**config.mk**
```make
export PLATFORM = sky130hd
export DESIGN_NAME = muldiv_unit
export DESIGN_NICKNAME = d
export VERILOG_FILES = /design/src/rtl/muldiv_pkg.sv /design/src/rtl/muldiv_sign_fix.sv /design/src/rtl/muldiv_unit.sv
export SDC_FILE = /design/constraint.sdc
export NUM_CORES = 1
export LEC_CHECK = 0
export ABC_AREA = 1
export BUFFER_PORTS_ARGS = -buffer_cell sky130_fd_sc_hd__buf_4
export CORE_ASPECT_RATIO = 1.4
export CORE_MARGIN = 3
export CORE_UTILIZATION = 30
export DETAILED_ROUTE_END_ITERATION = 8
export HOLD_SLACK_MARGIN = 0.03
export RECOVER_POWER = 25
export SLEW_MARGIN = 20
export SYNTH_ARGS = -nofsm -noshare
export SYNTH_HDL_FRONTEND = slang
export SYNTH_SLANG_ARGS = --single-unit
```
**constraint.sdc**
```tcl
create_clock -name clk -period 3.1 [get_ports clk]
set_input_delay 0.155 -clock clk [delete_from_list [all_inputs] [get_ports clk]]
set_output_delay 0.155 -clock clk [all_outputs]
set_load 0.02 [all_outputs]
```
**src/rtl/muldiv_pkg.sv**
```systemverilog
// Shared encodings and sizing helpers for the iterative multiply/divide unit.
package muldiv_pkg;

  typedef enum logic [1:0] {
    OP_MULT  = 2'b00,
    OP_MULTU = 2'b01,
    OP_DIV   = 2'b10,
    OP_DIVU  = 2'b11
  } op_e;

  typedef enum logic [1:0] {
    S_IDLE = 2'b00,
    S_CALC = 2'b01,
    S_FIX  = 2'b10
  } state_e;

  function automatic int unsigned cnt_width(input int unsigned w);
    return (w > 1) ? $clog2(w) : 1;
  endfunction

endpackage

```
**src/rtl/muldiv_sign_fix.sv**
```systemverilog
// Conditional two's-complement negate; used for operand magnitude and result sign correction.
module muldiv_sign_fix #(
  parameter int unsigned W = 64
) (
  input  logic         neg,
  input  logic [W-1:0] din,
  output logic [W-1:0] dout
);

  always_comb begin
    dout = neg ? -din : din;
  end

endmodule

```
**src/rtl/muldiv_unit.sv**
```systemverilog
// Iterative MULT/MULTU/DIV/DIVU engine: one bit per cycle over a shared shift/add-subtract datapath.
module muldiv_unit
  import muldiv_pkg::*;
#(
  parameter int unsigned WIDTH = 32
) (
  input  logic             clk,
  input  logic             rstn,
  input  logic             start,
  input  logic [1:0]       op,
  input  logic [WIDTH-1:0] a,
  input  logic [WIDTH-1:0] b,
  input  logic             cancel,
  output logic             busy,
  output logic             done,
  output logic [WIDTH-1:0] hi,
  output logic [WIDTH-1:0] lo,
  output logic             dbz
);

  localparam int unsigned CW = cnt_width(WIDTH);

  state_e           state_q, state_d;
  logic [CW-1:0]    cnt_q, cnt_d;
  logic             is_div_q, is_div_d;
  logic             neg_p_q, neg_p_d;
  logic             neg_r_q, neg_r_d;
  logic             div0_q, div0_d;
  logic [WIDTH-1:0] mcand_q, mcand_d;
  logic [WIDTH-1:0] acc_hi_q, acc_hi_d;
  logic [WIDTH-1:0] acc_lo_q, acc_lo_d;
  logic             busy_q, busy_d;
  logic             done_q, done_d;
  logic             dbz_q, dbz_d;
  logic [WIDTH-1:0] hi_q, hi_d;
  logic [WIDTH-1:0] lo_q, lo_d;

  logic               sign_a, sign_b;
  logic [WIDTH-1:0]   a_abs, b_abs, rem_fix;
  logic [2*WIDTH-1:0] prod_in, prod_fix;
  logic [WIDTH:0]     sum, shifted, trial;

  // Signed ops work on magnitudes; signs are re-applied at FIX
  always_comb begin
    sign_a  = ~op[0] & a[WIDTH-1];
    sign_b  = ~op[0] & b[WIDTH-1];
    prod_in = is_div_q ? {{WIDTH{1'b0}}, acc_lo_q} : {acc_hi_q, acc_lo_q};
  end

  muldiv_sign_fix #(.W(WIDTH))   u_abs_a (.neg(sign_a),  .din(a),        .dout(a_abs));
  muldiv_sign_fix #(.W(WIDTH))   u_abs_b (.neg(sign_b),  .din(b),        .dout(b_abs));
  muldiv_sign_fix #(.W(2*WIDTH)) u_fix_p (.neg(neg_p_q), .din(prod_in),  .dout(prod_fix));
  muldiv_sign_fix #(.W(WIDTH))   u_fix_r (.neg(neg_r_q), .din(acc_hi_q), .dout(rem_fix));

  always_comb begin
    state_d  = state_q;
    cnt_d    = cnt_q;
    is_div_d = is_div_q;
    neg_p_d  = neg_p_q;
    neg_r_d  = neg_r_q;
    div0_d   = div0_q;
    mcand_d  = mcand_q;
    acc_hi_d = acc_hi_q;
    acc_lo_d = acc_lo_q;
    busy_d   = busy_q;
    done_d   = 1'b0;
    dbz_d    = dbz_q;
    hi_d     = hi_q;
    lo_d     = lo_q;

    sum     = {1'b0, acc_hi_q} + (acc_lo_q[0] ? {1'b0, mcand_q} : '0);
    shifted = {acc_hi_q, acc_lo_q[WIDTH-1]};
    trial   = shifted - {1'b0, mcand_q};

    case (state_q)
      S_IDLE: begin
        if (start && !cancel) begin
          state_d  = S_CALC;
          busy_d   = 1'b1;
          cnt_d    = '0;
          is_div_d = op[1];
          neg_p_d  = sign_a ^ sign_b;
          neg_r_d  = sign_a;
          div0_d   = op[1] && (b == '0);
          acc_hi_d = '0;
          mcand_d  = op[1] ? b_abs : a_abs;
          acc_lo_d = op[1] ? a_abs : b_abs;
        end
      end
      S_CALC: begin
        cnt_d = cnt_q + 1'b1;
        if (is_div_d) begin
          // A set borrow bit means the trial subtract went negative: restore
          if (!trial[WIDTH]) begin
            acc_hi_d = trial[WIDTH-1:0];
            acc_lo_d = {acc_lo_q[WIDTH-2:0], 1'b1};
          end else begin
            acc_hi_d = shifted[WIDTH-1:0];
            acc_lo_d = {acc_lo_q[WIDTH-2:0], 1'b0};
          end
        end else begin
          acc_hi_d = sum[WIDTH:1];
          acc_lo_d = {sum[0], acc_lo_q[WIDTH-1:1]};
        end
        if (cnt_q == CW'(WIDTH - 1)) begin
          state_d = S_FIX;
          cnt_d   = '0;
        end
      end
      S_FIX: begin
        state_d = S_IDLE;
        busy_d  = 1'b0;
        done_d  = 1'b1;
        dbz_d   = div0_q;
        if (is_div_q) begin
          hi_d = rem_fix;
          lo_d = div0_q ? '1 : prod_fix[WIDTH-1:0];
        end else begin
          hi_d = prod_fix[2*WIDTH-1:WIDTH];
          lo_d = prod_fix[WIDTH-1:0];
        end
      end
      default: begin
        state_d = S_IDLE;
        busy_d  = 1'b0;
      end
    endcase

    // Cancel overrides everything, including a completing FIX
    if (cancel && state_q != S_IDLE) begin
      state_d = S_IDLE;
      cnt_d   = '0;
      busy_d  = 1'b0;
      done_d  = 1'b0;
      dbz_d   = dbz_q;
      hi_d    = hi_q;
      lo_d    = lo_q;
    end
  end

  always_ff @(posedge clk or negedge rstn) begin
    if (!rstn) begin
      state_q  <= S_IDLE;
      cnt_q    <= '0;
      is_div_q <= 1'b0;
      neg_p_q  <= 1'b0;
      neg_r_q  <= 1'b0;
      div0_q   <= 1'b0;
      mcand_q  <= '0;
      acc_hi_q <= '0;
      acc_lo_q <= '0;
      busy_q   <= 1'b0;
      done_q   <= 1'b0;
      dbz_q    <= 1'b0;
      hi_q     <= '0;
      lo_q     <= '0;
    end else begin
      state_q  <= state_d;
      cnt_q    <= cnt_d;
      is_div_q <= is_div_d;
      neg_p_q  <= neg_p_d;
      neg_r_q  <= neg_r_d;
      div0_q   <= div0_d;
      mcand_q  <= mcand_d;
      acc_hi_q <= acc_hi_d;
      acc_lo_q <= acc_lo_d;
      busy_q   <= busy_d;
      done_q   <= done_d;
      dbz_q    <= dbz_d;
      hi_q     <= hi_d;
      lo_q     <= lo_d;
    end
  end

  assign busy = busy_q;
  assign done = done_q;
  assign dbz  = dbz_q;
  assign hi   = hi_q;
  assign lo   = lo_q;

endmodule
```
# Yosys cells after proc, flatten, opt, wreduce, memory -nomap -nowiden
# Index checks and enable logic that the tools add are counted.
# Widths: inputs -> output; s select.
[totals]
ff_bits = 174
inputBits = 70
out_inout_bits = 67
elab_cells = 80
[classes]
addsub = 7
n_eq_ne = 7
mux = 32
bitwise_logic = 5
n_reduce_logical = 15
[op_table]
columns = ["op", "count"]
rows = [
  ["$mux 32", 14],
  ["$mux 64", 2],
  ["$pmux 32 s2", 2],
  ["$neg 32->32", 3],
  ["$neg 64->64", 1],
  ["$add 32x32->33", 1],
  ["$sub 33x32->33", 1],
  ["$logic_not 32->1", 1],
  ["$mux 5", 3],
  ["$reduce_and 2->1", 6],
  ["$pmux 5 s2", 1],
  ["$mux 2", 3],
  ["$ne 3x3->1 const B", 2],
  ["$add 5x1->5 const B", 1],
  ["$eq 5x5->1 const B", 1],
  ["$mux 1", 5],
  ["$ne 2x2->1 const B", 2],
  ["$pmux 2 s2", 1],
  ["$reduce_bool 2->1", 2],
  ["$logic_and 1x1->1", 3],
  ["$reduce_bool 3->1", 1],
  ["$and 1x1->1", 2],
  ["$eq 2x1->1 const B", 1],
  ["$eq 2x2->1 const B", 1],
  ["other kinds (5)", 6],
]

# Logic depth before layout (Yosys ltp)
[depth]
depth_word = 6
mapped_depth = 21
mapped_depth_nobuf = 20

# By module
# Synthesis repeated with hierarchy kept, for this count alone.
[unflattened]
hier_cells = 3292
hier_area_um2 = 19389.8
[modules_own_cells]
columns = ["mod", "instances", "cells_per_inst", "area_per_inst_um2", "seq_area_each_um2"]
rows = [
  ["muldiv_unit", 1, 2119, 13822.0, 4354.2],
  ["muldiv_sign_fix (u_abs_a ...)", 3, 225, 1052.3, 0.0],
  ["muldiv_sign_fix (u_fix_p)", 1, 498, 2411.1, 0.0],
]

# Worst setup path before layout
# Ideal clock, no wire load.
[synth_path]
kind = "reg2reg"
from = "register acc_lo_q[0]"
to = "register acc_hi_q[31]"
setup_ps = 66
arrival_time_ps = 2534
required_time_ps = 3034
slack_ps = 501
path_stages_with_launch = 19
n_path_buf = 2
period_less_slack_ps = 2599
path_cell_list = "dfrtp_1 > buf_2 > clkbuf_1 > nand2_1 > inv_1 > ha_1 > inv_1 > fa_1 > o21ai_0 > inv_1 > o21bai_1 > nand4_1 > nand3_1 > nand2_1 > nand2_1 > nand2_1 > inv_1 > nand2_1 > nand2_1"
[synth_between]
elab_chain_cells = 4
[synth_lines]
columns = ["element", "line_no", "source"]
rows = [
  ["start, declared", "muldiv_unit.sv:31", "logic [WIDTH-1:0] acc_lo_q, acc_lo_d;"],
  ["start signal, assigned", "muldiv_unit.sv:166", "acc_lo_q <= acc_lo_d;"],
  ["$mux 32", "muldiv_unit.sv:71", "sum = {1'b0, acc_hi_q} + (acc_lo_q[0] ? {1'b0, mcand_q} : '0);"],
  ["$add 32x32->33", "muldiv_unit.sv:71", ""],
  ["$mux 32", "muldiv_unit.sv:92", "if (is_div_d) begin"],
  ["$pmux 32 s2", "muldiv_unit.sv:75", "case (state_q)"],
  ["end signal, assigned", "muldiv_unit.sv:165", "acc_hi_q <= acc_hi_d;"],
  ["end, declared", "muldiv_unit.sv:30", "logic [WIDTH-1:0] acc_hi_q, acc_hi_d;"],
]
# Every way passes these cells.
# A chain may end at the register's enable or synchronous reset.

# Worst setup path after layout
[layout_path]
from = "register acc_lo_q[0]"
to = "register acc_hi_q[30]"
# The elaborated chain is that of the path after synthesis.

==> summary.md <==
| Metric | Value |
|---|---|
| Status | `complete, but fails checks` |
| Failing checks | `max-capacitance violations, max-slew violations` |
| Commonest non-fill, non-tap cell in the layout | `nand2_1` |
| Worst setup SP type | `flip-flop` |
| Design Area, Final | `about 20,000 um2` |
| Most frequent cell on the critical path | `nand2_1` |
| Worst-path maximum fanout | `5` |
| Post-Syn Instances | `2,889` |
| Input/output buffers | `136` |
| Share of cells above drive strength 1 | `9.12%` |
| Top_reg_cell synth | `dfrtp_1` |
| Crit path DAT | `3.15 ns` |
| CTS tree | `yes` |
| CP required | `approximately 3.5 ns` |
| Starting Density | `30.4%` |
| Initial antenna violation count | `1` |
| R2r startpoint | `acc_lo_q[0]` |
| Placer Congestion | `0.992` |
| Slack of the worst reg-to-reg path | `0.31 ns` |
| Seq cells post-synth | `174` |
| GRT Residual Overflow | `0` |
| Worst Reg-to-Reg Cells | `17` |
| CP max stage cell | `dfrtp_1` |
| Reg-to-Reg End | `acc_hi_q[30]` |
| Core Area | `56,600 um2` |
| GRT busiest layer | `met2` |
| Met2 Use GR | `a little over two fifths` |
| First-pass GRT wire length | `between 100 and 150 mm` |
| Residual DRC | `0` |
| Final core utilization | `35.0%` |
| Num rows | `103` |
| Area Growth Syn to Fin | `15.1%` |
| F_max | `358 MHz` |
| Post-CTS Setup Bufs | `0` |
| Detailed Place HPWL | `about 60 mm` |
| Met3 Usage GRT | `1.99%` |
| Netlist Area Pre-Place | `between 15,000 and 20,000 um2` |
| 1st-iter DRT viols | `1,653` |
| Final TNS setup | `0 ns` |
| Antenna-violating nets left | `0` |
| Asr flop ratio synth | `100%` |
| Post-Route WL | `73.2 mm` |
| Crit path time final | `2.79 ns` |
| Yosys warns | `0` |
| Crit-path cells | `buf_4, nand2_1, inv_1, ha_1, nand2_1, o21ai_0, inv_1, nand2_1, inv_1, o21ai_0, nand2_1, nand2_1, nand2_1, nand3_1, nand2_1, nand2_1, nand2_1` |
| H-tree depth | `4` |
| I/O pin cnt | `137` |
| Hold Vio Cnt, Final | `0` |
| RSZ-0062 raised after global routing | `false` |
| Die width | `208 um` |
| Max incr delay on CP | `roughly 0.44 ns` |
| Slew margin rel. | `-31.9%` |
| Wire per inst | `~20 um` |
| CTS root buffer | `clkbuf_16` |
| Clk Latency, worst-skew pair | `about 0.48 ns` |
| Critical path origin | `acc_lo_q[0]` |
| Sequential fraction of the synthesis area | `between 20% and 30%` |
| Slew @ Worst Pin | `1.98 ns` |
| Largest net degree at the start of global routing | `104` |
| GRT Overall Usage | `23.9%` |
| Total CTS buffers | `17` |
| WHS Endpoint | `mcand_q[12]` |
| Hold depth | `4` |
| Lkg Pwr | `10.1 nW` |
| Grt met1 use | `26.2%` |
| Synthesized Nets | `3,031` |
| Hold path startpoint | `b[12]` |
| Die area | `approximately 60,000 um2` |
| Die Y | `289 um` |
| Cell Pwr Density | `1080 nW/um2` |
| WS Path Type | `flip-flop to flip-flop` |
| Max Cap Violations | `1` |
| Skew final | `between 0.02 and 0.03 ns` |
| Number of flops mapped to enable cells by yosys | `0` |
| Nets | `3,146` |
| Tcrit/Tclk final | `about nine tenths` |
| TritonRoute pass-1 iters | `6` |
| Cell area after placement | `approximately 19,000 um2` |
| TritonCTS Sinks | `about 170` |
| Vias post-DR | `19,600` |
| Clk slew on worst S/H paths | `0.08 ns` |
| Worst setup EP type | `flip-flop` |
| Clock Path Buffers | `2` |
| Vias per std cell | `5.21` |
| Peak supply drop | `0.000607 V` |
| Hold Crit Class | `input port to flip-flop` |
| Slew Limit Fails | `80` |
| Final setup fails | `0` |
| Synth Area per Inst | `5.96 um2` |
| Vias in the first global route | `19,300` |
| Highest-count cells in the layout ignoring fill and taps | `856 x nand2_1, 396 x inv_1, 344 x nand3_1` |
| Yosys cell types | `between 50 and 60` |
==> power breakdown <==
| part | internal [mW] | switching (mW) |
|---|---|---|
| Sequential | 2.97 | 1.19 |
| Combinational | 4.83 | 10.2 |
| Clock | 1.07 | 1.14 |
==> worst max-delay path, delay by kind of cell (launching register included) <==
family / cells / cell delay [ns]
AOI/OAI and AO/OA: 2 / 0.62
buffers and inverters: 4 / 0.34
and+or+nand+nor: 10 / 0.92
DFF: 1 / 0.44
adders and majority gates: 1 / 0.36
==> synthesized netlist by cell type, types with 8 or more instances <==
| cell | count | area share, % |
|---|---|---|
| inv_1 | 396 | 8.6 |
| buf_1 | 12 | 0.26 |
| nor2_1 | 267 | 5.8 |
| a21oi_1 | 157 | 4.6 |
| nor3_1 | 43 | 1.2 |
| or2_2 | 20 | 0.73 |
| o22ai_1 | 8 | 0.29 |
| nand4_1 | 37 | 1.3 |
| a21o_1 | 10 | 0.44 |
| a31oi_1 | 12 | 0.44 |
| nor2_2 | 9 | 0.33 |
| buf_2 | 17 | 0.49 |
| o221ai_1 | 11 | 0.56 |
| xnor2_1 | 16 | 0.81 |
| o211ai_1 | 25 | 1.1 |
| o21ai_0 | 205 | 6.0 |
| clkbuf_1 | 57 | 1.2 |
| xor2_1 | 41 | 2.1 |
| nand3b_1 | 16 | 0.70 |
| nand3_1 | 344 | 10 |
| nand2_1 | 857 | 19 |
| ha_1 | 70 | 5.1 |
| dfrtp_1 | 174 | 25 |
==> metrics by stage <==
step           std cells  worst slack, ns  power (mW)  hold WS, ns
2_1_floorplan       2889            0.501        14.0       -0.141
3_3_place_gp        3717            0.327        19.0        0.214
3_5_place_dp        3717            0.251        18.9        0.210
4_1_cts             3752            0.223        21.2       0.0405
5_1_grt             3753           0.0515        23.3       0.0718
6_report            3753            0.308        21.4       0.0507
==> registers in the layout (all words and copies together), names as in the netlist, 2 cells and up <==
name	flops
lo	32
acc_hi_q	32
hi	32
cnt_q	5
mcand_q	32
state_q	2
acc_lo_q	32
==> per-layer routing <==
metal / wire, um / up-vias
met3: 3020 / 223
met4: 6370 / 0
met5: 0 / -
met1: 27600 / 8981
li1: - / 9661
met2: 36300 / 705
==> area by class of cell <==
class,count,area [um2]
clock buffer,17,425
antenna,1,2.50
tap,735,920
inverter,403,1520
fill,6302,36800
clock inverter,15,151
multi-input combinational,2219,11000
timing repair buffer,189,1480
sequential,174,4360
==> what timing repair did <==
item	in CTS	in global routing
gates resized for setup	0	2
setup endpoints to repair	0	18
hold buffers	3	0
endpoints found under the hold margin	176	0
==> cell families after synthesis <==
group | share of synthesized area [%]
compound gates | 15.5
xor+xnor | 2.90
fa+ha+maj | 5.32
buf+inv | 11.1
flops | 25.3
simple gates | 39.8
==> worst max path at each step <==
stage	to	slack (ns)	cells after the start
after floorplan	acc_hi_q[31]	0.50	18
after global placement	acc_hi_q[21]	0.33	19
after detailed placement	acc_hi_q[21]	0.25	19
after CTS	acc_hi_q[12]	0.22	19
after global routing	acc_hi_q[31]	0.05	16
final	acc_hi_q[30]	0.31	17
No activity file was read; power rests on OpenSTA's default activity.
